==> config.mk <==
export PLATFORM = sky130hd
export DESIGN_NAME = mul_seq_flat
export DESIGN_NICKNAME = d
export VERILOG_FILES = /design/src/rtl/mul_seq_if.sv /design/src/rtl/mul_seq.sv /design/src/flat_wrapper.sv
export SDC_FILE = /design/constraint.sdc
export NUM_CORES = 1
export LEC_CHECK = 0
export BUFFER_PORTS_ARGS = -buffer_cell sky130_fd_sc_hd__buf_2
export CORE_ASPECT_RATIO = 2
export CORE_MARGIN = 2
export CORE_UTILIZATION = 45
export DETAILED_ROUTE_END_ITERATION = 8
export PLACE_DENSITY_LB_ADDON = 0.3
export RECOVER_POWER = 25
export SLEW_MARGIN = 20
export SYNTH_ARGS = -nofsm -noshare
export SYNTH_HDL_FRONTEND = slang
export SYNTH_SLANG_ARGS = --single-unit
==> constraint.sdc <==
create_clock -name clk -period 1.28 [get_ports clk]
set_input_delay 0.192 -clock clk [delete_from_list [all_inputs] [get_ports clk]]
set_output_delay 0.192 -clock clk [all_outputs]
set_load 0.01 [all_outputs]
==> src/rtl/mul_seq_if.sv <==
// -----------------------------------------------------------------------------
// mul_seq_if : bundle of request, ALU and result signals for mul_seq.
//
// Signals:
//   start, op_a, op_b          multiply request and operands
//   alu_req, alu_op,
//   alu_in1, alu_in2           sequencer -> shared ALU
//   alu_out, alu_err           shared ALU -> sequencer (sum, overflow)
//   busy, stall, done          status / completion pulse
//   product, ovf               registered result and sticky overflow
//
// Modports:
//   slave  : the multiplier sequencer (mul_seq)
//   master : the surrounding system (requester plus shared ALU)
// -----------------------------------------------------------------------------
interface mul_seq_if #(
    parameter int WIDTH = 16
);
    logic             start;
    logic [WIDTH-1:0] op_a;
    logic [WIDTH-1:0] op_b;
    logic             alu_req;
    logic [WIDTH-1:0] alu_in1;
    logic [WIDTH-1:0] alu_in2;
    logic [3:0]       alu_op;
    logic [WIDTH-1:0] alu_out;
    logic             alu_err;
    logic             busy;
    logic             stall;
    logic             done;
    logic [WIDTH-1:0] product;
    logic             ovf;

    modport slave (
        input  start, op_a, op_b, alu_out, alu_err,
        output alu_req, alu_in1, alu_in2, alu_op,
        output busy, stall, done, product, ovf
    );

    modport master (
        output start, op_a, op_b, alu_out, alu_err,
        input  alu_req, alu_in1, alu_in2, alu_op,
        input  busy, stall, done, product, ovf
    );
endinterface

==> src/rtl/mul_seq.sv <==
// -----------------------------------------------------------------------------
// mul_seq : sequential unsigned shift-add multiplier that borrows a shared ALU
// for every accumulate step.
//
// Ports:
//   clk    rising-edge clock
//   rst    asynchronous active-low reset
//   bus    mul_seq_if.slave (request, ALU bus, status, result)
//
// Operation: IDLE -> RUN (one multiplier bit per cycle) -> DONE -> IDLE/RUN.
// The done pulse, product and ovf are registered one cycle after the DONE
// state, so done appears WIDTH+1 cycles after the start edge.
//
// Build option: define MUL_SEQ_EARLY_TERM_EN to leave RUN as soon as no set
// multiplier bits remain; results are identical, only latency changes.
// -----------------------------------------------------------------------------
module mul_seq #(
    parameter int          WIDTH  = 16,
    parameter logic [3:0]  ADD_OP = 4'h0
) (
    input  logic     clk,
    input  logic     rst,
    mul_seq_if.slave bus
);
    localparam int CNT_W = (WIDTH > 1) ? $clog2(WIDTH) : 1;

    localparam logic [1:0] ST_IDLE = 2'd0;
    localparam logic [1:0] ST_RUN  = 2'd1;
    localparam logic [1:0] ST_DONE = 2'd2;

    logic [1:0]       state_r,  state_nxt_s;
    logic [WIDTH-1:0] acc_r,    acc_nxt_s;
    logic [WIDTH-1:0] mcand_r,  mcand_nxt_s;
    logic [WIDTH-1:0] mplier_r, mplier_nxt_s;
    logic [CNT_W-1:0] count_r,  count_nxt_s;
    logic             ovf_acc_r, ovf_acc_nxt_s;
    logic [WIDTH-1:0] product_r;
    logic             ovf_r;
    logic             done_r;
    logic [WIDTH-1:0] mplier_shift_s;
    logic             last_s;
    logic             run_s;

    assign mplier_shift_s = {1'b0, mplier_r[WIDTH-1:1]};
    assign run_s          = (state_r == ST_RUN);

    // Decide whether the current RUN cycle is the final one.
    always_comb begin
`ifdef MUL_SEQ_EARLY_TERM_EN
        last_s = (count_r == CNT_W'(WIDTH - 1)) || (mplier_shift_s == {WIDTH{1'b0}});
`else
        last_s = (count_r == CNT_W'(WIDTH - 1));
`endif
    end

    // Next-state and datapath update for the shift-add sequencer.
    always_comb begin
        state_nxt_s   = state_r;
        acc_nxt_s     = acc_r;
        mcand_nxt_s   = mcand_r;
        mplier_nxt_s  = mplier_r;
        count_nxt_s   = count_r;
        ovf_acc_nxt_s = ovf_acc_r;
        case (state_r)
            ST_IDLE, ST_DONE: begin
                if (bus.start) begin
                    state_nxt_s   = ST_RUN;
                    mcand_nxt_s   = bus.op_a;
                    mplier_nxt_s  = bus.op_b;
                    acc_nxt_s     = {WIDTH{1'b0}};
                    count_nxt_s   = {CNT_W{1'b0}};
                    ovf_acc_nxt_s = 1'b0;
                end else begin
                    state_nxt_s   = ST_IDLE;
                end
            end
            ST_RUN: begin
                if (mplier_r[0]) begin
                    acc_nxt_s = bus.alu_out;
                end else begin
                    acc_nxt_s = acc_r;
                end
                // A carry out of the add, or a multiplicand bit lost while
                // higher multiplier bits remain, both mean the full product
                // no longer fits in WIDTH bits.
                ovf_acc_nxt_s = ovf_acc_r
                              | (mplier_r[0] & bus.alu_err)
                              | (mcand_r[WIDTH-1] & (|mplier_shift_s));
                mcand_nxt_s   = {mcand_r[WIDTH-2:0], 1'b0};
                mplier_nxt_s  = mplier_shift_s;
                count_nxt_s   = count_r + CNT_W'(1);
                if (last_s) begin
                    state_nxt_s = ST_DONE;
                end else begin
                    state_nxt_s = ST_RUN;
                end
            end
            default: begin
                state_nxt_s = ST_IDLE;
            end
        endcase
    end

    // Sequencer state and datapath registers.
    always_ff @(posedge clk or negedge rst) begin
        if (!rst) begin
            state_r   <= ST_IDLE;
            acc_r     <= {WIDTH{1'b0}};
            mcand_r   <= {WIDTH{1'b0}};
            mplier_r  <= {WIDTH{1'b0}};
            count_r   <= {CNT_W{1'b0}};
            ovf_acc_r <= 1'b0;
        end else begin
            state_r   <= state_nxt_s;
            acc_r     <= acc_nxt_s;
            mcand_r   <= mcand_nxt_s;
            mplier_r  <= mplier_nxt_s;
            count_r   <= count_nxt_s;
            ovf_acc_r <= ovf_acc_nxt_s;
        end
    end

    // Result registers: captured from the DONE state, held until the next result.
    always_ff @(posedge clk or negedge rst) begin
        if (!rst) begin
            done_r    <= 1'b0;
            product_r <= {WIDTH{1'b0}};
            ovf_r     <= 1'b0;
        end else if (state_r == ST_DONE) begin
            done_r    <= 1'b1;
            product_r <= acc_r;
            ovf_r     <= ovf_acc_r;
        end else begin
            done_r    <= 1'b0;
            product_r <= product_r;
            ovf_r     <= ovf_r;
        end
    end

    // ALU bus is owned only during RUN; otherwise it is parked at zero.
    always_comb begin
        if (run_s) begin
            bus.alu_req = 1'b1;
            bus.alu_op  = ADD_OP;
            bus.alu_in1 = acc_r;
            bus.alu_in2 = mcand_r;
        end else begin
            bus.alu_req = 1'b0;
            bus.alu_op  = 4'h0;
            bus.alu_in1 = {WIDTH{1'b0}};
            bus.alu_in2 = {WIDTH{1'b0}};
        end
    end

    // Status outputs; stall is gated by reset so it reads low while held in reset.
    always_comb begin
        bus.busy    = run_s;
        bus.stall   = rst & (run_s | (bus.start & ~run_s));
        bus.done    = done_r;
        bus.product = product_r;
        bus.ovf     = ovf_r;
    end
endmodule

==> src/flat_wrapper.sv <==
// flat-port wrapper written by rule: the top's interface ports become plain ports
module mul_seq_flat 
#(
    parameter int          WIDTH  = 16,
    parameter logic [3:0]  ADD_OP = 4'h0
)
  (clk, rst, bus_start, bus_op_a, bus_op_b, bus_alu_out, bus_alu_err, bus_alu_req, bus_alu_in1, bus_alu_in2, bus_alu_op, bus_busy, bus_stall, bus_done, bus_product, bus_ovf);
  mul_seq_if #(.WIDTH(WIDTH)) bus_i ();
  input  logic clk;
  input  logic rst;
  input wire logic [$bits(bus_i.start)-1:0] bus_start;
  input wire logic [$bits(bus_i.op_a)-1:0] bus_op_a;
  input wire logic [$bits(bus_i.op_b)-1:0] bus_op_b;
  input wire logic [$bits(bus_i.alu_out)-1:0] bus_alu_out;
  input wire logic [$bits(bus_i.alu_err)-1:0] bus_alu_err;
  output wire logic [$bits(bus_i.alu_req)-1:0] bus_alu_req;
  output wire logic [$bits(bus_i.alu_in1)-1:0] bus_alu_in1;
  output wire logic [$bits(bus_i.alu_in2)-1:0] bus_alu_in2;
  output wire logic [$bits(bus_i.alu_op)-1:0] bus_alu_op;
  output wire logic [$bits(bus_i.busy)-1:0] bus_busy;
  output wire logic [$bits(bus_i.stall)-1:0] bus_stall;
  output wire logic [$bits(bus_i.done)-1:0] bus_done;
  output wire logic [$bits(bus_i.product)-1:0] bus_product;
  output wire logic [$bits(bus_i.ovf)-1:0] bus_ovf;
  assign bus_i.start = bus_start;
  assign bus_i.op_a = bus_op_a;
  assign bus_i.op_b = bus_op_b;
  assign bus_i.alu_out = bus_alu_out;
  assign bus_i.alu_err = bus_alu_err;
  assign bus_alu_req = bus_i.alu_req;
  assign bus_alu_in1 = bus_i.alu_in1;
  assign bus_alu_in2 = bus_i.alu_in2;
  assign bus_alu_op = bus_i.alu_op;
  assign bus_busy = bus_i.busy;
  assign bus_stall = bus_i.stall;
  assign bus_done = bus_i.done;
  assign bus_product = bus_i.product;
  assign bus_ovf = bus_i.ovf;
  mul_seq #(.WIDTH(WIDTH), .ADD_OP(ADD_OP)) u_core (.clk(clk), .rst(rst), .bus(bus_i));
endmodule
# --- Word level (Yosys, flattened, before mapping) ---
# Index checks and enable logic that the tools add are counted.
word_totals:
  output_inout_bits: 57
  elab_cells: 47
  regBits: 73
  inputBits: 52
classes:
  bitwise_logic: 8
  n_reduce_logical: 6
  n_mux: 18
  n_eq_ne: 5
  addsub: 1
ops:
  columns: ["operator", "count"]
  rows:
  - ["$mux 16", 6]
  - ["$pmux 16 s2", 3]
  - ["$reduce_or 15->1", 1]
  - ["$pmux 4 s2", 1]
  - ["$add 4x1->4 const B", 1]
  - ["$and 1x1->1", 4]
  - ["$eq 4x4->1 const B", 1]
  - ["$mux 1", 4]
  - ["$mux 4", 1]
  - ["$pmux 2 s2", 1]
  - ["$or 1x1->1", 3]
  - ["$reduce_and 3->1", 1]
  - ["$eq 2x1->1 const B", 1]
  - ["$eq 2x2->1 const B", 1]
  - ["$logic_not 2->1", 1]
  - ["$mux 2", 1]
  - ["$ne 2x1->1 const B", 1]
  - ["$ne 2x2->1 const B", 1]
  - ["$pmux 1 s2", 1]
  - ["$reduce_and 2->1", 1]
  - ["$reduce_bool 2->1", 1]
  - ["$reduce_or 2->1", 1]
  - ["$not 1->1", 1]

# --- Longest topological paths before layout ---
depth:
  ltp_word: 5
  depth_mapped: 6
  mapped_depth_nobuf: 4

# --- Worst setup path before layout ---
# No wires, ideal clock.
synth_path:
  kind: "reg2out"
  start: "register u_core.state_r[0]"
  end: "output bus_alu_in1[10]"
  stages_incl_launch_ff: 6
  t_required_ps: 1088
  n_path_buf: 3
  t_arrival_ps: 1245
  slack_ps: -157
  cell_sequence: "dfrtp_1 > nor2b_1 > buf_4 > buf_4 > buf_2 > and2_1"
synth_via:
  elab_chain_cells: 2
synth_rtl:
  columns: ["item", "line", "rtl"]
  rows:
  - ["from (decl)", "mul_seq.sv:31", "logic [1:0] state_r, state_nxt_s;"]
  - ["from (signal assigned)", "mul_seq.sv:114", "state_r <= state_nxt_s;"]
  - ["$eq 2x1->1", "mul_seq.sv:45", "assign run_s = (state_r == ST_RUN);"]
  - ["$mux 16", "mul_seq.sv:142", "if (run_s) begin"]
  - ["to (decl)", "flat_wrapper.sv:17", "output wire logic [$bits(bus_i.alu_in1)-1:0] bus_alu_in1;"]
# Every way passes these cells.

# --- Worst setup path after layout ---
layout_path:
  start: "register u_core.state_r[1]"
  end: "output bus_alu_in1[11]"
# Same word-level chain as after synthesis.

==> out/qor.txt <==
========================================================================================
Worst endpoint data arrival time                                                 1470 ps
Total power                                                                     0.0141 W
Total Die Area                                                                  7850 µm²
Detail-routed via count per cell                                                    5.42
Site Rows                                                                             43
Post-synthesis sequential area ratio                                               57.1%
Total I/O pin count                                                                  109
Worst clock skew on the final layout                                             4.50 ps
Startpoint of the lowest-slack register-to-register path                    u_core.state_r[0]
Max Used Layer                                                                      met4
Global-route wire length before repair                                          13800 µm
Number of synthesized register bits                                                   73
Largest net degree at the start of global routing                                     53
Proportion of power drawn by combinational gates                                   53.5%
Placer's final routability congestion estimate                                     0.790
Relative max-transition margin                                                     24.9%
Sum of routed wire segments on met1                                              3250 µm
Setup repair after global routing missed its margin                                 true
Grt ovf                                                                                0
Count of cell types in the netlist                                                    31
Psw                                                                            0.00470 W
CTS clock-pin slew for the worst setup and hold paths                              60 ps
Detailed Place HPWL                                                              4970 µm
Final setup viols                                                                    106
Routed wire length on met2                                                       5470 µm
Count of final hold-check violations                                                   0
Cell leakage power                                                               2.72 nW
Startpoint of the most critical hold path                                   bus_alu_out[13]
Input/output buffers                                                                 104
Sequential Power Share                                                             29.0%
Multi-input logic area                                                          1460 µm²
Non-filler cells in the finished layout                                              516
Switching part of the total power                                                  33.4%
Number of antenna violations at the first check in global routing                      0
Final slew viol count                                                                  0
Final critical path time including I/O delays and setup                          1660 ps
DR vias                                                                             2797
Warnings, synthesis                                                                    0
Max stage delay cell, worst path                                            sky130_fd_sc_hd__dfrtp_1
Number of design rule violations left after detail routing                             0
Initial Utilization                                                                46.1%
Core Area                                                                       6940 µm²
Latest clock arrival within the worst-skew pair                                   330 ps
Die height                                                                        123 µm
Clk sink count                                                                        73
Max Buffers Root-to-Sink                                                               2
Biggest fanout along the worst timing path                                             3
Area Overhead vs Synth                                                             60.0%
Int Pwr                                                                        0.00937 W
Clock buffers created by TritonCTS                                                     9
Data required, critical path                                                     1090 ps
Worst Path Class, Setup                                                       reg -> out
DRC violation total after the first TritonRoute iteration                            141
Launch point of the worst path                                              u_core.state_r[1]
Clk network pwr share                                                              17.5%
Worst Tran Pin Value                                                             1130 ps
N_diodes                                                                               0
IR drop worst, VDD                                                               1460 µV
Amount of wire on met3 after detailed routing                                     340 µm
Most repeated library cell on the critical path                             sky130_fd_sc_hd__buf_6
Via count of the first global-routing pass                                          2733
Minimum setup slack in the final design                                          -382 ps
Fraction of layout instances using a drive strength above 1                        58.9%
Chain of cells forming the critical path                                    nor2b_4 -> buf_6 -> buf_6 -> buf_16 -> and2_4 -> buf_6
Endpoint kind of the worst setup timing path                                  output pin
Number of filler instances in the final layout                                       453
Die width                                                                        63.6 µm
Portion of the clock cycle consumed by the worst path in the final layout           130%
Hold crit path type                                                            in -> reg
Routed Antenna Nets                                                                    0
CP peak stage delay                                                               410 ps
Clk root buf                                                                sky130_fd_sc_hd__clkbuf_16
Area of the mapped netlist                                                      3200 µm²
Violated checks                                                             negative setup slack
Total Nets Final                                                                     474
Storage cell area                                                               1830 µm²
Number of instances in the placed design                                             460
Worst Setup Start Kind                                                          register
Average cell area after synthesis                                               11.6 µm²
TritonCTS clock tree                                                                done
Routed wire length per instance                                                  18.0 µm
Iteration count of the initial detailed-routing pass                                   4
Reg2Reg Setup Slack                                                              -320 ps
Maximum level of the CTS H-tree                                                        3
Post-synthesis instance total                                                        275
Result of the run                                                           finished, violations left
Wirelength, routed                                                               9310 µm
Achievable frequency                                                           0.602 GHz
Number of max-capacitance violations reported                                          0
Pwr/cell area                                                                2750 nW/µm²
Overall global routing resource usage                                              23.3%
========================================================================================
sequential cells by signal (all words and copies together) (netlist names):
name / flops
u_core.acc_r: 16
u_core.bus.product: 16
u_core.mcand_r: 16
u_core.mplier_r: 16
u_core.count_r: 4
u_core.state_r: 2
u_core.bus.done: 1
u_core.bus.ovf: 1
u_core.ovf_acc_r: 1
cell families after synthesis:
family                     Yosys count  share of synthesized area, %
and+or+nand+nor                     99                          16.1
muxes                               21                          7.31
AOI/OAI and AO/OA                   52                          14.0
adders and majority gates            1                         0.391
buffers and inverters               28                          5.00
other                                1                         0.117
DFF                                 73                          57.1
power groups by stage:
stage | logic (W) | clock network (W) | registers [W]
6_report | 0.00753 | 0.00247 | 0.00407
5_1_grt | 0.00799 | 0.00262 | 0.00418
4_1_cts | 0.00639 | 0.00251 | 0.00400
3_5_place_dp | 0.00437 | 0 | 0.00399
3_3_place_gp | 0.00424 | 0 | 0.00397
2_1_floorplan | 0.00290 | 0 | 0.00396
timing repair:
action / 4_1_cts / 5_1_grt
setup buffers: 15 / 18
resized for setup: 65 / 72
hold buffers: 1 / 0
endpoints found under the setup margin: 87 / 103
endpoints found under the hold margin: 21 / 0
gates cloned: 10 / 3
pin swaps: 15 / 32
synthesized netlist by cell type:
cell	instances	area [µm²]
sky130_fd_sc_hd__ha_1	1	12.5
sky130_fd_sc_hd__buf_2	7	35.0
sky130_fd_sc_hd__mux2i_1	2	20.0
sky130_fd_sc_hd__clkbuf_2	1	5.00
sky130_fd_sc_hd__and3b_1	1	8.76
sky130_fd_sc_hd__a22o_1	18	158
sky130_fd_sc_hd__clkbuf_1	5	18.8
sky130_fd_sc_hd__nor2_4	1	11.3
sky130_fd_sc_hd__a221o_1	15	150
sky130_fd_sc_hd__and2_1	32	200
sky130_fd_sc_hd__nor3b_1	1	7.51
sky130_fd_sc_hd__nand2_1	36	135
sky130_fd_sc_hd__o21a_1	1	7.51
sky130_fd_sc_hd__nor2b_1	2	12.5
sky130_fd_sc_hd__nand3b_1	1	7.51
sky130_fd_sc_hd__nor4_1	3	18.8
sky130_fd_sc_hd__o2bb2ai_1	1	8.76
sky130_fd_sc_hd__a21o_1	15	113
sky130_fd_sc_hd__a21oi_1	1	5.00
sky130_fd_sc_hd__dfrtp_1	73	1830
sky130_fd_sc_hd__nand4_1	2	12.5
sky130_fd_sc_hd__nand3_1	17	85.1
sky130_fd_sc_hd__buf_1	2	7.51
sky130_fd_sc_hd__conb_1	1	3.75
sky130_fd_sc_hd__nor3_1	1	5.00
sky130_fd_sc_hd__buf_6	2	22.5
sky130_fd_sc_hd__nand2b_1	2	12.5
sky130_fd_sc_hd__inv_1	3	11.3
sky130_fd_sc_hd__buf_4	8	60.1
sky130_fd_sc_hd__mux2_2	19	214
sky130_fd_sc_hd__a31oi_1	1	6.26
area by class of cell:
cell class                      instances  area share, %
Clock inverter                          5           1.07
Timing Repair Buffer                  156           27.5
Tap cell                               90           2.20
Clock buffer                           11           4.74
Multi-Input combinational cell        178           28.6
Inverter                                3          0.220
Sequential cell                        73           35.7
path summary, 6_finish.rpt:
kind / to / cells after the start
min in group asynchronous: u_core.bus.product[6] / 2
worst min-delay path: u_core.acc_r[13] / 3
worst min register to register: u_core.bus.product[14] / 1
worst max register to register: u_core.mplier_r[4] / 8
worst max-delay path: bus_alu_in1[11] / 6
max in group asynchronous: u_core.mcand_r[9] / 2
stage by stage:
stage,cell area (µm²),TNS (ps),utilization (%),hold WS (ps),setup slack [ps]
2_1_floorplan,3240,-771,-,-104,-47.0
3_3_place_gp,3840,-6420,55.4,209,-210
3_5_place_dp,3840,-8380,55.4,213,-236
4_1_cts,4810,-21190,69.2,33.3,-385
5_1_grt,5120,-26620,73.8,44.0,-420
6_report,5120,-22110,73.8,48.0,-382
layout by cell type, fill, tap and decap left out, types with 3 or more instances in the layout:
master	netlist	layout
sky130_fd_sc_hd__a221o_1	15	15
sky130_fd_sc_hd__buf_16	0	4
sky130_fd_sc_hd__clkbuf_16	0	11
sky130_fd_sc_hd__a22o_1	18	18
sky130_fd_sc_hd__nand2_2	0	14
sky130_fd_sc_hd__buf_12	0	9
sky130_fd_sc_hd__nand2_1	36	15
sky130_fd_sc_hd__dfrtp_1	73	73
sky130_fd_sc_hd__buf_6	2	50
sky130_fd_sc_hd__nor4_1	3	3
sky130_fd_sc_hd__mux2_4	0	3
sky130_fd_sc_hd__nand2_4	0	7
sky130_fd_sc_hd__mux2_2	19	16
sky130_fd_sc_hd__a21o_1	15	15
sky130_fd_sc_hd__nand3_1	17	15
sky130_fd_sc_hd__conb_1	1	4
sky130_fd_sc_hd__and2_4	0	32
sky130_fd_sc_hd__buf_2	7	70
sky130_fd_sc_hd__inv_1	3	3
sky130_fd_sc_hd__buf_4	8	19
layer usage:
metal	GRT usage (%)	vias up
met4	12.2	0
met3	4.19	18
met2	41.4	90
met1	26.4	1425
met5	0	-
li1	-	1264
worst max-delay path: cells and delay by family, from the launching register on:
family | cells | cell delay (ps)
buf+inv | 4 | 430
flops | 1 | 410
simple gates | 2 | 300
Note: power is estimated with default switching activity, not from simulation.
